==> src/rtl/multicycle_alu_pkg.sv <==
// multicycle_alu_pkg: opcode and FSM state definitions shared by the ALU and its bench.
package multicycle_alu_pkg;
  typedef enum logic [3:0] {
    kADD = 4'd0,
    kXOR = 4'd1,
    kGST = 4'd2,
    kACC = 4'd3,
    kENQ = 4'd4,
    kEQI = 4'd5,
    kLRS = 4'd6,
    kMUL = 4'd7
  } op_mne;
  typedef enum logic {IDLE, RUN} state_e;
endpackage

==> src/rtl/multicycle_alu_mul.sv <==
// shift_add_mul: unsigned shift-add multiplier, one partial product per load/step/finish edge.
module shift_add_mul #(
  parameter int WIDTH = 8
) (
  input  logic               clk,
  input  logic               reset_n,
  input  logic               load,
  input  logic               step,
  input  logic [WIDTH-1:0]   a,
  input  logic [WIDTH-1:0]   b,
  output logic [2*WIDTH-1:0] prod
);
  logic [2*WIDTH-1:0] acc, mcand;
  logic [WIDTH-1:0] mplier;
  // prod already folds in the pending partial product so the finishing edge needs no extra step
  assign prod = acc + (mplier[0] ? mcand : '0);
  always_ff @(posedge clk or negedge reset_n) begin
    if (!reset_n) begin
      acc <= '0;
      mcand <= '0;
      mplier <= '0;
    end else if (load) begin
      acc <= b[0] ? {{WIDTH{1'b0}}, a} : '0;
      mcand <= {{WIDTH{1'b0}}, a} << 1;
      mplier <= b >> 1;
    end else if (step) begin
      acc <= prod;
      mcand <= mcand << 1;
      mplier <= mplier >> 1;
    end
  end
endmodule

==> src/rtl/multicycle_alu.sv <==
// multicycle_alu: single-cycle logic ops plus multi-cycle shift and shift-add multiply.
module multicycle_alu
  import multicycle_alu_pkg::*;
#(
  parameter int WIDTH = 8,
  parameter int IMMW  = 5
) (
  input  logic             clk,
  input  logic             reset_n,
  input  logic             start,
  input  logic [3:0]       op,
  input  logic             t,
  input  logic [WIDTH-1:0] inputa,
  input  logic [WIDTH-1:0] inputb,
  input  logic [IMMW-1:0]  imm,
  output logic             busy,
  output logic             done,
  output logic [WIDTH-1:0] out,
  output logic [WIDTH-1:0] out_hi,
  output logic             zero,
  output logic             carry
);
  localparam int CW = $clog2(WIDTH) + 1;
  state_e state, state_nxt;
  logic [CW-1:0] cnt, len, len_q, n;
  logic [3:0] op_q;
  logic t_q, tt, sbit, accept, fin, res_c;
  logic [WIDTH-1:0] sh, src, shifted, res;
  logic [WIDTH:0] sum;
  logic [2*WIDTH-1:0] prod;
  assign accept = start && state == IDLE;
  assign fin = state == RUN && cnt == len_q - CW'(1);
  assign n = inputb[CW-1:0] > CW'(WIDTH) ? CW'(WIDTH) : inputb[CW-1:0];
  assign len = op == kLRS ? (n == '0 ? CW'(1) : n) : op == kMUL ? CW'(WIDTH) : CW'(1);
  // one shift per edge: from the operand on acceptance, from the working register while running
  assign tt = state == IDLE ? t : t_q;
  assign src = state == IDLE ? inputa : sh;
  assign shifted = tt ? src >> 1 : src << 1;
  assign sbit = tt ? src[0] : src[WIDTH-1];
  assign sum = {1'b0, inputa} + {1'b0, inputb} + (WIDTH+1)'(t & carry);
  always_comb begin
    res = '0;
    res_c = carry;
    case (op)
      kADD: {res_c, res} = sum;
      kXOR: res = inputa ^ inputb;
      kGST: res = t ? inputb : inputa;
      kACC: res = WIDTH'(imm);
      kENQ: res = WIDTH'((inputa == inputb) ^ t);
      kEQI: res = WIDTH'((inputb == WIDTH'(imm)) ^ t);
      kLRS: {res_c, res} = n == '0 ? {carry, inputa} : {sbit, shifted};
      default: ;
    endcase
  end
  always_ff @(posedge clk or negedge reset_n) begin
    if (!reset_n) state <= IDLE;
    else state <= state_nxt;
  end
  always_comb state_nxt = state == IDLE ? (accept && len != CW'(1) ? RUN : IDLE) : (fin ? IDLE : RUN);
  always_comb busy = state == RUN;
  always_ff @(posedge clk or negedge reset_n) begin
    if (!reset_n) begin
      cnt <= '0;
      len_q <= '0;
      op_q <= '0;
      t_q <= 1'b0;
      sh <= '0;
      done <= 1'b0;
      out <= '0;
      out_hi <= '0;
      zero <= 1'b0;
      carry <= 1'b0;
    end else begin
      done <= (accept && len == CW'(1)) || fin;
      if (accept) begin
        op_q <= op;
        t_q <= t;
        len_q <= len;
        sh <= shifted;
        cnt <= len == CW'(1) ? '0 : CW'(1);
        if (len == CW'(1)) begin
          out <= res;
          out_hi <= '0;
          zero <= res == '0;
          carry <= res_c;
        end
      end else if (fin) begin
        cnt <= '0;
        out <= op_q == kLRS ? shifted : prod[WIDTH-1:0];
        out_hi <= op_q == kLRS ? '0 : prod[2*WIDTH-1:WIDTH];
        zero <= op_q == kLRS ? shifted == '0 : prod == '0;
        carry <= op_q == kLRS ? sbit : carry;
      end else if (busy) begin
        cnt <= cnt + CW'(1);
        sh <= shifted;
      end
    end
  end
  shift_add_mul #(.WIDTH(WIDTH)) u_mul (
    .clk(clk),
    .reset_n(reset_n),
    .load(accept && op == kMUL),
    .step(busy && op_q == kMUL),
    .a(inputa),
    .b(inputb),
    .prod(prod)
  );
endmodule

==> config.mk <==
export PLATFORM = sky130hd
export DESIGN_NAME = multicycle_alu
export DESIGN_NICKNAME = d
export VERILOG_FILES = /design/src/rtl/multicycle_alu_pkg.sv /design/src/rtl/multicycle_alu_mul.sv /design/src/rtl/multicycle_alu.sv
export SDC_FILE = /design/constraint.sdc
export NUM_CORES = 1
export LEC_CHECK = 0
export CAP_MARGIN = 20
export CELL_PAD_IN_SITES_DETAIL_PLACEMENT = 1
export CELL_PAD_IN_SITES_GLOBAL_PLACEMENT = 1
export CORE_UTILIZATION = 49
export CTS_CLUSTER_DIAMETER = 30
export DETAILED_ROUTE_END_ITERATION = 10
export MAX_ROUTING_LAYER = met4
export PLACE_DENSITY_LB_ADDON = 0.05
export SLEW_MARGIN = 15
export SYNTH_ARGS = -nofsm -noshare
export SYNTH_HDL_FRONTEND = slang
export SYNTH_SLANG_ARGS = --single-unit
==> constraint.sdc <==
create_clock -name clk -period 5.8 [get_ports clk]
set_clock_uncertainty 0.2 [all_clocks]
set_input_delay 0.87 -clock clk [delete_from_list [all_inputs] [get_ports clk]]
set_output_delay 0.87 -clock clk [all_outputs]
set_load 0.01 [all_outputs]
==> metrics.md, run 1 <==
| Metric | Value |
|---|---|
| Synth area leader | dfrtp_1 |
| Initial antenna violation count | 0 |
| Vias per std cell | 6.31 |
| Req. time, crit path | 5880 ps |
| Synth Flop Type | dfrtp_1 |
| GPL Wtd Cong | 0.934 |
| Post-synth EDFFs | 0 |
| Vias in the first global route | 5040 |
| Num CTS Buffers | 9 |
| Skew-Pair Late Insertion Delay | 350 ps |
| Cell with the most instances after synthesis | nand2_1 |
| Register area share after synthesis | 35.6% |
| I/O Buffers | 48 |
| Area grow syn2layout | 15.9% |
| Xor/xnor cell area share of the yosys netlist | 3.94% |
| Layout filler cell count | 1278 |
| Die H | 108 um |
| RSZ-0062 raised after global routing | no |
| Final-report hold violation count | 0 |
| Root Driver | clkbuf_16 |
| Post-Syn Nets | 680 |
| # H-tree levels | 3 |
| Synth top area share | 35.6% |
| Yosys warning count | 0 |
| Worst setup path startpoint | inputb[0] |
| Post-Synth Simple-Gate Area | 18.4% |
| Io pins | 49 |
| Yosys cell types | 72 |
| Final setup violation count | 0 |
| Inst Count DP | 783 |
| Hold Buf Count CTS | 0 |
| CP Max Fanout | 12 |
| Final-stage net count | 711 |
| Mean Syn Cell Area | 8.90 um^2 |
| Synth area leaders | dfrtp_1 36%, nand2_1 5.6%, ha_1 5.4%, a22o_1 3.6%, mux2i_1 3.6% |
| Tcrit/Tclk final | 77.8% |
| Mux contribution to synthesized area | 8.47% |
| Total power | 2.65 mW |
| Highest clock rate | 222 MHz |
| Clock sink count | 79 |
| Async SR Flop Fraction | 100% |
| Yosys reg bits | 79 |
| Pin count of the biggest net entering global routing | 80 |
| Hpwl dp | 12900 um |
| Arrival time at the worst endpoint | 4590 ps |
| Post-route ant nets | 0 |
| Number of diodes | 0 |
| Max Cap Violations | 0 |
| Final non-filler cell total | 800 |
| Core area | 10900 um^2 |
| Gate count of the mapped netlist | 624 |
| Vias | 5046 |
| Post-CTS Setup Inserts | 0 |
| Setup Total Neg Slack | 0 ps |
| DR pass1 iterations | 5 |
| Starting density of the core | 50.8% |
| Worst IR Drop VDD | 373 uV |
| Result of the run | completed |
| Final Max Slew Viols | 0 |
| DRC viols | 0 |
| HP Class | input port to async pin |
| CTS tree | built |
| Routed Wire Length | 18100 um |
| DIE WIDTH | 108 um |
| P_leak | 2.89 nW |
| Routed len/inst | 22.6 um |
| Layout cell share with drive strength beyond 1 | 8.03% |
| Max-Slew Margin vs Limit | 30.8% |
| Detailed Route Iter0 Violations | 304 |
| Tmin final | 4510 ps |
| Complex-gate fraction of the synthesized area | 23.0% |
| Post-CTS Resized | 0 |
| First-pass GRT wire length | 28400 um |
| Largest family of logic cells by synthesized area | compound AO/OA/AOI/OAI gates |
| Post-synth top cells | 83 x nand2_1, 79 x dfrtp_1, 39 x nor2_1, 35 x clkbuf_1, 32 x a21oi_1 |
| Die Area | 11800 um^2 |
| Post-Synth Adder-Cell Area | 6.49% |
| Power per Cell Area | 411 nW/um^2 |
| Total track usage | 33.5% |
| R2R Path Start | u_mul.mplier[0] |
| Storage cell area | 1980 um^2 |
| Remaining global-route overflow | 0 |
| Crit start category | input port |
| Clk buf depth | 2 |
| # rows | 38 |
| Crit. End Element | register |
| Area of the multi-input gates | 3360 um^2 |
| Crit Path Category | input port to register |
| CTS clk-pin slew, worst paths | 70 ps |
| Worst-margin pin slew | 1040 ps |
| Mapped Area | 5560 um^2 |
[report_power, final]
group | leakage, nW | internal, mW | switching, mW
Clock | 0.134 | 0.294 | 0.250
Combinational | 1.73 | 0.497 | 0.684
Sequential | 1.03 | 0.732 | 0.193
[flip-flops by register name, indices dropped and copies added, names as in the netlist, 4 cells and up]
name / flops
out_hi: 8
sh: 8
u_mul.mcand: 15
op_q: 4
cnt: 4
out: 8
u_mul.acc: 16
u_mul.mplier: 7
len_q: 4
[final timing paths]
kind,endpoint,slack (ps),cells after the start
setup / recovery,zero,1290,12
hold / removal,cnt[2],200,1
setup reg to reg,zero,1760,12
hold reg to reg,op_q[1],280,2
max in group asynchronous,u_mul.mplier[4],4590,2
min in group clk,op_q[1],280,2
[stage by stage]
step	instance area, um^2	hold slack [ps]	util, %	setup WS [ps]
after detailed placement	6140	261	56.1	981
after CTS	6410	277	58.7	1350
after global placement	6140	250	56.1	1120
after global routing	6440	206	58.9	1110
after floorplan	5560	238	-	1650
final	6440	203	58.9	1290
[layout make-up]
type,count,area share (%)
clock buffers,9,3.50
repair buffers,57,8.78
multi-input cells,484,52.1
well taps,140,2.72
clock inverters,7,0.835
inverters,24,1.40
flip-flops and latches,79,30.7
[per-layer routing]
| metal | track usage [%] | vias to the layer above | wire (um) | share of wire [%] |
|---|---|---|---|---|
| met1 | 46.3 | 2513 | 8380 | 46 |
| met3 | 7.23 | 21 | 1230 | 6.8 |
| met2 | 49.9 | 165 | 8220 | 45 |
| li1 | - | 2347 | - | - |
| met4 | 8.30 | 0 | 272 | 1.5 |
| met5 | - | - | 0 | 0 |
[layout by cell type, fill, tap and decap left out, drive strengths merged, types with 20 or more instances in the layout]
cell type and instances:
a22o 25, ha 24, dfrtp 79, nand2 83
mux2i 20, o21ai 44, a21oi 32, inv 27
clkdlybuf4s50 47, nor2 39
[kinds of logic after synthesis]
family / Yosys count
AND/OR/NAND/NOR: 210
AO/OA/AOI/OAI: 182
flip-flops: 79
buffers and inverters: 61
multiplexers: 40
adder cells (fa/ha/maj): 27
XOR/XNOR: 25
[critical path, cell delays in order]
cell and delay, ps:
clkdlybuf4s50_1 790, inv_1 190, fa_1 470, fa_1 410, nand2b_1 200, a21oi_1 180
xnor2_1 80, mux4_2 460, a221o_1 340, nor4_1 300, nand3_1 140, o211ai_2 150
(Power assumes the default switching activity.)
==> inputs of run 2 (changes only) <==
CORE_UTILIZATION = 45   (was 49)
clock period = 4.55 ns   (was 5.8 ns; I/O delays follow)
==> metrics.md, run 2 (synthesis gave the netlist of run 1 again) <==
| Metric | Value |
|---|---|
| Result of the run | completed (unchanged) |
| Crit path cell chain | clkdlybuf4s50_1, inv_1, fa_1, fa_1, nand2b_1, a21oi_1, xnor2_1, mux4_2, a221o_1, nor4_1, nand3_1, o211ai_2 (unchanged) |
| Vias in the first global route | 5129 (was 5040) |
| Total track usage | 30.7% (was 33.5%) |
| Skew-Pair Late Insertion Delay | 350 ps (about the same) |
| I/O Buffers | 48 (unchanged) |
| Max Cap Violations | 0 (unchanged) |
| Post-CTS Resized | 0 (unchanged) |
| Worst path slowest cell | clkdlybuf4s50_1 (unchanged) |
| Inst Count DP | 803 (was 783) |
| Final setup violation count | 0 (unchanged) |
| Area grow syn2layout | 19.3% (was 15.9%) |
| Max-Slew Margin vs Limit | 40.6% (was 30.8%) |
| Crit start category | input port (unchanged) |
| Pin count of the biggest net entering global routing | 80 (unchanged) |
| Total power | 3.55 mW (was 2.65 mW) |
| Routed len/inst | 22.1 um (was 22.6 um) |
| Num CTS Buffers | 9 (unchanged) |
| # rows | 40 (was 38) |
| Post-CTS Setup Inserts | 0 (unchanged) |
| Hold WS | 34.1 ps (was 203 ps) |
| Final-stage net count | 724 (was 711) |
| First-pass GRT wire length | 28900 um (was 28400 um) |
| Crit. End Element | register (unchanged) |
| DIE WIDTH | 113 um (was 108 um) |
| Commonest non-fill, non-tap cell in the layout | nand2_1 (unchanged) |
| # H-tree levels | 3 (unchanged) |
| Worst IR Drop VDD | 290 uV (was 373 uV) |
| CTS tree | built (unchanged) |
| Detailed Route Iter0 Violations | 332 (was 304) |
| R2R depth | 12 (unchanged) |
| Die H | 113 um (was 108 um) |
| Number of diodes | 0 (unchanged) |
| GPL Wtd Cong | 0.970 (was 0.934) |
| Top reg by flops | u_mul.acc (unchanged) |
| Die Area | 12800 um^2 (was 11800 um^2) |
| Clk buf depth | 2 (unchanged) |
| Slowest stage delay, CP | 530 ps (was 790 ps) |
| DRC viols | 0 (unchanged) |
| Initial antenna violation count | 0 (unchanged) |
| Crit Path Category | input port to register (unchanged) |
| DR pass1 iterations | 5 (unchanged) |
| Arrival time at the worst endpoint | 4030 ps (was 4590 ps) |
| Final Max Slew Viols | 0 (unchanged) |
| Highest clock rate | 253 MHz |
| Routed Wire Length | 18200 um (was 18100 um) |
| RSZ-0062 raised after global routing | no (unchanged) |
| Vias per std cell | 6.20 (was 6.31) |
| Final non-filler cell total | 820 (was 800) |
| Io pins | 49 (unchanged) |
| Most frequent cells in the layout | 83 x nand2_1, 79 x dfrtp_1, 47 x clkdlybuf4s50_1, 38 x nor2_1 (unchanged) |
| Root Driver | clkbuf_16 (unchanged) |
| Core area | 12000 um^2 (was 10900 um^2) |
| CTS clk-pin slew, worst paths | 60 ps (was 70 ps) |
| HP Class | input port to async pin (unchanged) |
| Largest regs | u_mul.acc: 16 flops, u_mul.mcand: 15 flops (unchanged) |
| Hold Buf Count CTS | 0 (unchanged) |
| Power per Cell Area | 535 nW/um^2 (was 411 nW/um^2) |
| Vias | 5085 (was 5046) |
| Tcrit/Tclk final | 87.0% |
| Hpwl dp | 13500 um (was 12900 um) |
| P_leak | 3.00 nW (was 2.89 nW) |
| Clock sink count | 79 (unchanged) |
| Layout cell share with drive strength beyond 1 | 9.81% (was 8.03%) |
| Layout filler cell count | 1411 (was 1278) |
| Remaining global-route overflow | 0 (unchanged) |
| Post-route ant nets | 0 (unchanged) |
| Largest register FFs | 16 (unchanged) |
| Most used cell along the critical path | fa_1 (unchanged) |
| Tmin final | 3960 ps |
| Worst-margin pin slew | 890 ps (was 1040 ps) |
| Req. time, crit path | 4620 ps (was 5880 ps) |
| CP Max Fanout | 5 (was 12) |
| Starting density of the core | 46.3% (was 50.8%) |
| Final-report hold violation count | 0 (unchanged) |
| Setup Total Neg Slack | 0 ps (unchanged) |
[run 2: changes by cell type in the layout (fill, tap and decap cells not counted), moves of 2 or more]
cell / change
buf_4: +13
bufinv_16: +3
clkbuf_8: +2
clkinvlp_4: -2
inv_6: -2
[run 2: cell type report]
type                       instances  area (um^2)  share of cell area (%)
clock inverter                     5          104                    1.57
inverter                          24         90.1                    1.36
clock buffer                      11          253                    3.81
multi-input combinational        484         3360                    50.6
tap                              147          184                    2.78
timing repair buffer              70          663                    10.0
sequential                        79         1980                    29.8
[run 2: layer usage]
layer / vias to the layer above / wire length (um) / track usage, %
met5: - / 0 / -
met4: 0 / 465 / 10.4
met3: 35 / 686 / 4.87
met2: 123 / 8670 / 48.1
met1: 2560 / 8340 / 40.6
li1: 2367 / - / -
[run 2: through the flow]
step	worst slack [ps]	util (%)	instance area, um^2
floorplan	587	-	5560
global placement	305	52.0	6240
detailed placement	282	52.0	6240
CTS	607	54.9	6600
global route	429	55.2	6630
finish	592	55.2	6630
[run 2: worst paths after layout]
kind | end | start | slack [ps]
setup / recovery | zero | inputa[0] | 590
hold / removal | cnt[2] | reset_n | 30
setup reg to reg | zero | u_mul.mplier[0] | 730
hold reg to reg | op_q[1] | op_q[1] | 270
max in group asynchronous | u_mul.acc[4] | reset_n | 3520
min in group clk | op_q[1] | op_q[1] | 270
[run 2: worst max-delay path, delay by kind of cell]
family	cells	cell delay, ps
compound gates	3	650
xor+xnor	1	80
fa+ha+maj	2	890
buf+inv	2	660
mux	1	450
simple gates	3	610
[run 2: where the power goes]
part           total (mW)  internal, mW  switching (mW)  leakage (nW)
Combinational        1.53         0.659           0.869          1.79
Sequential           1.16         0.934           0.227          1.03
Clock               0.858         0.566           0.292         0.176
Total                3.55          2.16            1.39          3.00
